--- src/rtl/module_disp_sched.sv ---
// module_disp_sched
// Display scheduler for the 4-digit multiplexed seven-segment path.
// Time-shares the display between live entry digits (source A, level-valid)
// and converter results (source B, valid/ready, held for HOLD_FRAMES frames).
// Optional build macro: DISP_LZB_EN enables leading-zero blanking.
//
// state  | meaning
// -------+---------------------------------------------------------
// IDLE   | nothing to show; all digit enables off, blanked
// SHOW_A | scanning buf_a (live entry digits, or last ones seen)
// SHOW_B | scanning buf_b for hold frames, then back to A or IDLE
//
// Every state change happens on a frame boundary, so a frame never mixes
// sources; outputs are registered on the tick edge from next-cycle values.
module module_disp_sched #(
    parameter int SCAN_DIV    = 27000,
    parameter int HOLD_FRAMES = 250
) (
    input  logic        clk,
    input  logic        rst,
    input  logic        a_valid,
    input  logic [15:0] a_digits,
    input  logic        b_valid,
    input  logic [15:0] b_digits,
    output logic        b_ready,
    output logic [3:0]  digit,
    output logic [3:0]  transis,
    output logic        blank,
    output logic        src
);

    localparam int PW = (SCAN_DIV > 1) ? $clog2(SCAN_DIV) : 1;
    localparam int HW = $clog2(HOLD_FRAMES + 1);
    localparam logic [PW-1:0] PRESC_LAST = PW'(SCAN_DIV - 1);
    localparam logic [HW-1:0] HOLD_INIT  = HW'(HOLD_FRAMES);
    localparam logic [HW-1:0] HOLD_ONE   = HW'(1);

    typedef enum logic [1:0] {
        IDLE   = 2'd0,
        SHOW_A = 2'd1,
        SHOW_B = 2'd2
    } state_t;

    state_t          state;
    state_t          state_nxt;
    logic [PW-1:0]   presc;
    logic [1:0]      idx;
    logic [1:0]      idx_nxt;
    logic [HW-1:0]   hold;
    logic [HW-1:0]   hold_nxt;
    logic [15:0]     buf_a;
    logic [15:0]     buf_b;
    logic [15:0]     pend_b;
    logic            pend_full;
    logic            a_seen;
    logic            tick;
    logic            frame_end;
    logic            xfer;
    logic            commit;
    logic [15:0]     buf_a_nxt;
    logic [15:0]     buf_b_nxt;
    logic [15:0]     shown;
    logic [3:0]      nib;
    logic            lead_zero;

    assign tick      = (presc == PRESC_LAST);
    assign frame_end = tick && (idx == 2'd3);
    assign xfer      = b_valid && b_ready;
    assign commit    = frame_end && pend_full;
    assign idx_nxt   = tick ? idx + 2'd1 : idx;

    // Prescaler and scan index: one slot per SCAN_DIV cycles, four slots per frame.
    always_ff @(posedge clk) begin
        if (!rst) begin
            presc <= '0;
            idx   <= 2'd0;
        end else begin
            presc <= tick ? '0 : presc + PW'(1);
            if (tick) idx <= idx + 2'd1;
        end
    end

    // Source buffers and the single-entry B pending slot with its ready flag.
    always_ff @(posedge clk) begin
        if (!rst) begin
            buf_a     <= '0;
            buf_b     <= '0;
            pend_b    <= '0;
            pend_full <= 1'b0;
            a_seen    <= 1'b0;
            b_ready   <= 1'b0;
        end else begin
            if (a_valid) begin
                buf_a  <= a_digits;
                a_seen <= 1'b1;
            end
            if (xfer) begin
                pend_b    <= b_digits;
                pend_full <= 1'b1;
            end else if (commit) begin
                buf_b     <= pend_b;
                pend_full <= 1'b0;
            end
            b_ready <= !(xfer || (pend_full && !commit));
        end
    end

    // State and hold-frame register.
    always_ff @(posedge clk) begin
        if (!rst) begin
            state <= IDLE;
            hold  <= '0;
        end else begin
            state <= state_nxt;
            hold  <= hold_nxt;
        end
    end

    // Next-state logic; a B commit always beats any A-driven transition.
    always_comb begin
        state_nxt = state;
        hold_nxt  = hold;
        case (state)
            IDLE: begin
                if (commit) begin
                    state_nxt = SHOW_B;
                    hold_nxt  = HOLD_INIT;
                end else if (frame_end && a_valid) begin
                    state_nxt = SHOW_A;
                end
            end
            SHOW_A: begin
                if (commit) begin
                    state_nxt = SHOW_B;
                    hold_nxt  = HOLD_INIT;
                end
            end
            SHOW_B: begin
                if (commit) begin
                    hold_nxt = HOLD_INIT;
                end else if (frame_end) begin
                    if (hold <= HOLD_ONE) begin
                        hold_nxt  = '0;
                        state_nxt = (a_seen || a_valid) ? SHOW_A : IDLE;
                    end else begin
                        hold_nxt = hold - HW'(1);
                    end
                end
            end
            default: begin
                state_nxt = IDLE;
                hold_nxt  = '0;
            end
        endcase
    end

    // Digit and leading-zero flag for the slot that becomes visible next.
    always_comb begin
        buf_a_nxt = a_valid ? a_digits : buf_a;
        buf_b_nxt = commit ? pend_b : buf_b;
        shown     = (state_nxt == SHOW_B) ? buf_b_nxt : buf_a_nxt;
        nib       = shown[{idx_nxt, 2'b00} +: 4];
        lead_zero = 1'b0;
        case (idx_nxt)
            2'd3:    lead_zero = (shown[15:12] == 4'd0);
            2'd2:    lead_zero = (shown[15:8] == 8'd0);
            2'd1:    lead_zero = (shown[15:4] == 12'd0);
            default: lead_zero = 1'b0;
        endcase
    end

    // Registered display outputs, refreshed only on slot boundaries.
    always_ff @(posedge clk) begin
        if (!rst) begin
            digit   <= 4'd0;
            transis <= 4'b0000;
            blank   <= 1'b1;
            src     <= 1'b0;
        end else if (tick) begin
            if (state_nxt == IDLE) begin
                digit   <= 4'd0;
                transis <= 4'b0000;
                blank   <= 1'b1;
                src     <= 1'b0;
            end else begin
                digit   <= nib;
                transis <= 4'b0001 << idx_nxt;
`ifdef DISP_LZB_EN
                blank   <= lead_zero;
`else
                blank   <= 1'b0;
`endif
                src     <= (state_nxt == SHOW_B);
            end
        end
    end

endmodule
--- config.mk ---
export PLATFORM = sky130hd
export DESIGN_NAME = module_disp_sched
export DESIGN_NICKNAME = d
export VERILOG_FILES = /design/src/rtl/module_disp_sched.sv
export SDC_FILE = /design/constraint.sdc
export NUM_CORES = 1
export LEC_CHECK = 0
export ABC_CLOCK_PERIOD_IN_PS = 4700
export BUFFER_PORTS_ARGS = -buffer_cell sky130_fd_sc_hd__buf_2
export CORE_ASPECT_RATIO = 0.6
export CORE_MARGIN = 2
export CORE_UTILIZATION = 37
export DETAILED_ROUTE_END_ITERATION = 6
export SYNTH_ARGS = -nofsm -noshare
export SYNTH_HDL_FRONTEND = slang
export SYNTH_SLANG_ARGS = --single-unit
export TNS_END_PERCENT = 5
--- constraint.sdc ---
create_clock -name clk -period 4.7 [get_ports clk]
set_input_delay 0.47 -clock clk [delete_from_list [all_inputs] [get_ports clk]]
set_output_delay 0.47 -clock clk [all_outputs]
set_load 0.01 [all_outputs]
After elaboration in Yosys (flattened, before gate mapping)
Index checks and enable logic that the tools add are counted.

Bitwise operators: 1. Eq/ne operators: 7. Add/subtract/negate cells: 3. Div/mod/pow operators: 0. $mul: 0. Reduce and logical (&&, ||, !) cells: 15. Magnitude comparators: 1. Muxes and demuxes: 23. Shifts and indexed selects: 2.

Operator list (count): $mux W16 (3); $mux W8 (4); $pmux W8 S2 (1); $shiftx A16 B5 Y4 (1); $add A15 B1 Y15 const B (1); $eq A15 B15 Y1 const B (1); $mux W2 (7); $le A8 B1 Y1 const B (1); $mux W4 (2); $sub A8 B1 Y8 const B (1); $eq A2 B2 Y1 const B (3); $pmux W2 S3 (1); $logic_and A1 B1 Y1 (5); $mux W1 (5); $logic_not A2 Y1 (2); $reduce_or A2 Y1 (2); $shl A1 B2 Y4 const A (1); $ne A3 B3 Y1 const B (1); $add A2 B1 Y2 const B (1); $eq A2 B1 Y1 const B (1); $logic_not A1 Y1 (2); $logic_or A1 B1 Y1 (2); $ne A2 B1 Y1 const B (1); $reduce_and A2 Y1 (1); 2 further kinds (2).

Bits in registers: 88. Input bits: 36. Memory bits (read-only): 0. Bits in writable memories: 0. Latch bits: 0. Word-level logic and storage cells: 66. Output and inout port bits: 11. Memories kept: 0.

Logic depth before layout (Yosys ltp)
Word-level depth: 10. Gate-level depth with buffers: 12. Depth with buffers taken out: 10.

Worst setup path before layout
OpenSTA, ideal clock, no wires.

Path type: register to register. From: register presc[0]. To: register digit[0]. Setup time: 0.114 ns. Arrival: 2.331 ns. Cell stages (with the launch flop): 12. Clock period less this slack: 2.445 ns. Slack: 2.255 ns. Required time: 4.586 ns. Buffers on the path: 2. Cells stage by stage: dfxtp_1 ha_1 and4_1 nand4_1 or2_2 buf_2 buf_6 mux2i_1 nor2_1 o41ai_1 a31oi_1 a21o_1.

Cells in the longest elaborated chain, start to end: 10. Elaborated cells on any way between the ends: 17. Classes of those cells: eq/ne: 2; shift: 1; mux: 10; reduce/logical: 4.

Ends and longest elaborated chain: start: declaration (line 46) `logic [PW-1:0] presc;`; start signal: assignment (line 78) `presc <= tick ? '0 : presc + PW'(1);`; $eq A15 B15 Y1 (*) (line 66) `assign tick = (presc == PRESC_LAST);`; $logic_and A1 B1 Y1 (line 67) `assign frame_end = tick && (idx == 2'd3);`; $logic_and A1 B1 Y1 (line 128) `end else if (frame_end && a_valid) begin`; $mux W2 (line 128); $mux W2 (line 125) `if (commit) begin`; $pmux W2 S3 (line 123) `case (state)`; $eq A2 B2 Y1 (line 161) `shown = (state_nxt == SHOW_B) ? buf_b_nxt : buf_a_nxt;`; $mux W16 (line 161); $shiftx A16 B5 Y4 (line 162) `nib = shown[{idx_nxt, 2'b00} +: 4];`; $mux W4 (line 180) `if (state_nxt == IDLE) begin`; end signal: assignment (line 186) `digit <= nib;`; end: declaration (line 26) `output logic [3:0] digit,`.

Every way passes the cells marked *; elsewhere a longest branch is shown, timed or not. A chain may end at the register's enable or synchronous reset.

Worst setup path in the final report
From: register presc[0]. To: register digit[1].

The elaborated chain is that of the path after synthesis.

==> flow_metrics.tcl <==
set metrics [dict create \
    drt_wl_total_microns 9444 \
    worstReg2RegStart "presc[0]" \
    status "finished clean" \
    power_density_mw_per_mm2 347.6 \
    synth_top_flop_cell "dfxtp_1" \
    synth_cells 487 \
    p_leak_nw 1.943 \
    worst_slack_ps 1745 \
    power_w 0.001659 \
    grt_pass1_wl_microns 15720 \
    finalMaxSlewViolations 0 \
    pin_count 47 \
    finalNetCount 555 \
    setup_viol 0 \
    r2r_end "digit[1]" \
    grt_pass1_vias 3225 \
    cp-end-kind "register" \
    numPortBuffers 46 \
    clk_pin_slew_ps 60 \
    place_ws_ps 1790 \
    crit_arrival_ps 3190 \
    cts_sinks 88 \
    synth_edf_count 0 \
    cts_resized 0 \
    chipWidth_microns 141.1 \
    antenna_cells 0 \
    hold_path_end "pend_b[8]" \
    grt_start_max_net_pins 73 \
    irDropWorstVdd_uv 173.6 \
    first_pass_iters 4 \
    wl_per_cell_microns 14.33 \
    htreeDepth 3 \
    grt_overflow 0 \
    syn_area_sq_mm 0.004174 \
    relSlewSlack_pct 29.64 \
    yosysWarnings 0 \
    drive_above_1_share_pct 12.31 \
    mostFrequentLayoutCells "dfxtp_1 (88), nand2_1 (84), buf_2 (46)" \
    vias 3433 \
    die_h_microns 86.27 \
    rows 29 \
    clk-insertion-delay-late_ps 340 \
    grt_use_total_pct 16.36 \
    cts_setup_buffers 0 \
    core-area_sq_mm 0.01078 \
    synthToLayoutAreaGrowth_pct 14.36 \
    path_cells "ha_1 -> and4_1 -> nand4_1 -> and3_1 -> nor2_1 -> a21oi_1 -> o41ai_1 -> a31oi_1 -> a21o_1" \
    rrSetupSlack_ps 1750 \
    whs_path_depth 3 \
    cts_buffer_depth 2 \
    crit_family "simple AND/OR/NAND/NOR gates" \
    period_minus_slack_ps 2955 \
    post-route-period-util_pct 62.87 \
    avgSynthCellArea_sq_um 8.571 \
    antenna_found_initial 0 \
    clock-root-buffer "clkbuf_16" \
    drc 0 \
    numCtsBuffers 9 \
    async_reset_ff_share_pct 0 \
    synth_nets 527 \
    layout_commonest_cell "dfxtp_1" \
    hpwl_microns 6693 \
    crit_path_max_incr_delay_ps 460 \
    gp_congestion 0.8535 \
    cp_max_fo 13 \
    dieArea_sq_mm 0.01217 \
    worst_pin_slew_ps 1055 \
    start_util_pct 38.73 \
    rsz0062_at_grt "false" \
    ys_ff_latch 88 \
    clock_skew_ps 6.293 \
    timing.setup.tns_ps 0 \
    first_iter_violations 203 \
    cp_slowest_cell "nand4_1" \
    synth-seq-area-share_pct 42.21 \
    avgViaCountPerCell 5.209 \
    r2r_cells 9 \
    antenna_left 0 \
    max_freq_mhz 338.4 \
    yosysUniqueCellTypes 48 \
    hold_violations 0 \
    cp_num_buf_inv 0 \
    maxCapViolCount 0 \
    cts_hold_buf 0 \
    min_path_type "primary input to register" \
    startpoint_type "register" \
    cts_tree "yes" \
    critical_path_class "register to register" \
    required_ps 4930 \
    worstHoldStart "b_digits[8]" \
]
==> cell usage after synthesis, drive strengths merged (2+ instances only) <==
| library cell | n | area, sq um |
|---|---|---|
| a211oi | 14 | 105.1 |
| a21boi | 41 | 307.8 |
| a21o | 4 | 30.03 |
| a21oi | 16 | 83.83 |
| a221oi | 2 | 17.52 |
| a22oi | 2 | 15.01 |
| a31oi | 4 | 25.02 |
| a32oi | 2 | 17.52 |
| and2 | 11 | 71.32 |
| and3 | 6 | 37.54 |
| and4 | 2 | 17.52 |
| buf | 8 | 56.30 |
| clkbuf | 21 | 78.83 |
| dfxtp | 88 | 1762 |
| ha | 4 | 50.05 |
| inv | 6 | 22.52 |
| mux2i | 36 | 360.4 |
| nand2 | 85 | 321.6 |
| nand3 | 8 | 40.04 |
| nand4 | 4 | 25.02 |
| nor2 | 42 | 157.7 |
| nor2b | 26 | 162.7 |
| nor3 | 8 | 40.04 |
| nor4 | 4 | 40.04 |
| o21a | 2 | 15.01 |
| o21ai | 9 | 45.04 |
| o41ai | 3 | 26.28 |
| or3 | 3 | 18.77 |
| xnor2 | 7 | 61.31 |
| xor2 | 8 | 70.07 |
==> registers in the layout (all words and copies together) (netlist names), 4 cells and up <==
| name | count |
|---|---|
| transis | 4 |
| buf_a | 16 |
| pend_b | 16 |
| buf_b | 16 |
| presc | 15 |
| hold | 8 |
| digit | 4 |
==> report_power, final <==
group / leakage [nW] / switching (W) / internal, W
clock network: 0.158 / 0.000281 / 0.000520
registers: 0.715 / 0.0000111 / 0.000765
logic: 1.07 / 0.0000441 / 0.0000378
==> worst max path at each step <==
stage / start / slack, ps / cells past startpoint / to
after detailed placement: presc[0] / 1790 / 9 / digit[1]
after CTS: presc[0] / 1770 / 9 / digit[1]
final: presc[0] / 1750 / 9 / digit[1]
after floorplan: presc[0] / 2250 / 11 / digit[0]
after global placement: presc[0] / 1920 / 9 / digit[0]
after global routing: presc[0] / 1440 / 9 / digit[0]
==> layout make-up <==
cell class | count | area, sq um
tap | 139 | 173.9
sequential | 88 | 1762
clock inverter | 3 | 90.09
timing repair buffer | 46 | 230.2
clock buffer | 13 | 240.2
inverter | 6 | 22.52
fill | 1050 | 6003
multi-input combinational | 364 | 2255
==> worst register-to-register path: stages (launching register included) <==
cell and delay, ps:
dfxtp_1 370, ha_1 230, and4_1 280, nand4_1 460
and3_1 410, nor2_1 340, a21oi_1 80, o41ai_1 380
a31oi_1 140, a21o_1 170
==> cells by family after synthesis <==
logic type | Yosys count | synth area share, %
and+or+nand+nor | 206 | 23.80
AOI/OAI and AO/OA | 103 | 17.24
DFF | 88 | 42.21
muxes | 36 | 8.633
buffers and inverters | 35 | 3.777
xor gates and xnor gates | 15 | 3.148
adders and majority gates | 4 | 1.199
==> metal layers <==
layer | track usage (%) | vias to the layer above | wire, microns
li1 | - | 1745 | -
met4 | 7.182 | 0 | 189
met5 | 0 | - | 0
met3 | 4.420 | 14 | 471
met2 | 23.96 | 79 | 3898
met1 | 22.71 | 1595 | 4884
==> stage by stage <==
step | cells | area [sq um] | utilization (%) | hold WS, ps
2_1_floorplan | 487 | 4174 | - | 429.9
3_3_place_gp | 643 | 4443 | 41.23 | 440.5
3_5_place_dp | 643 | 4443 | 41.23 | 439.5
4_1_cts | 659 | 4773 | 44.29 | 365.6
5_1_grt | 659 | 4773 | 44.29 | 380.0
6_report | 659 | 4773 | 44.29 | 377.2
Note: power is estimated with default switching activity, not from simulation.
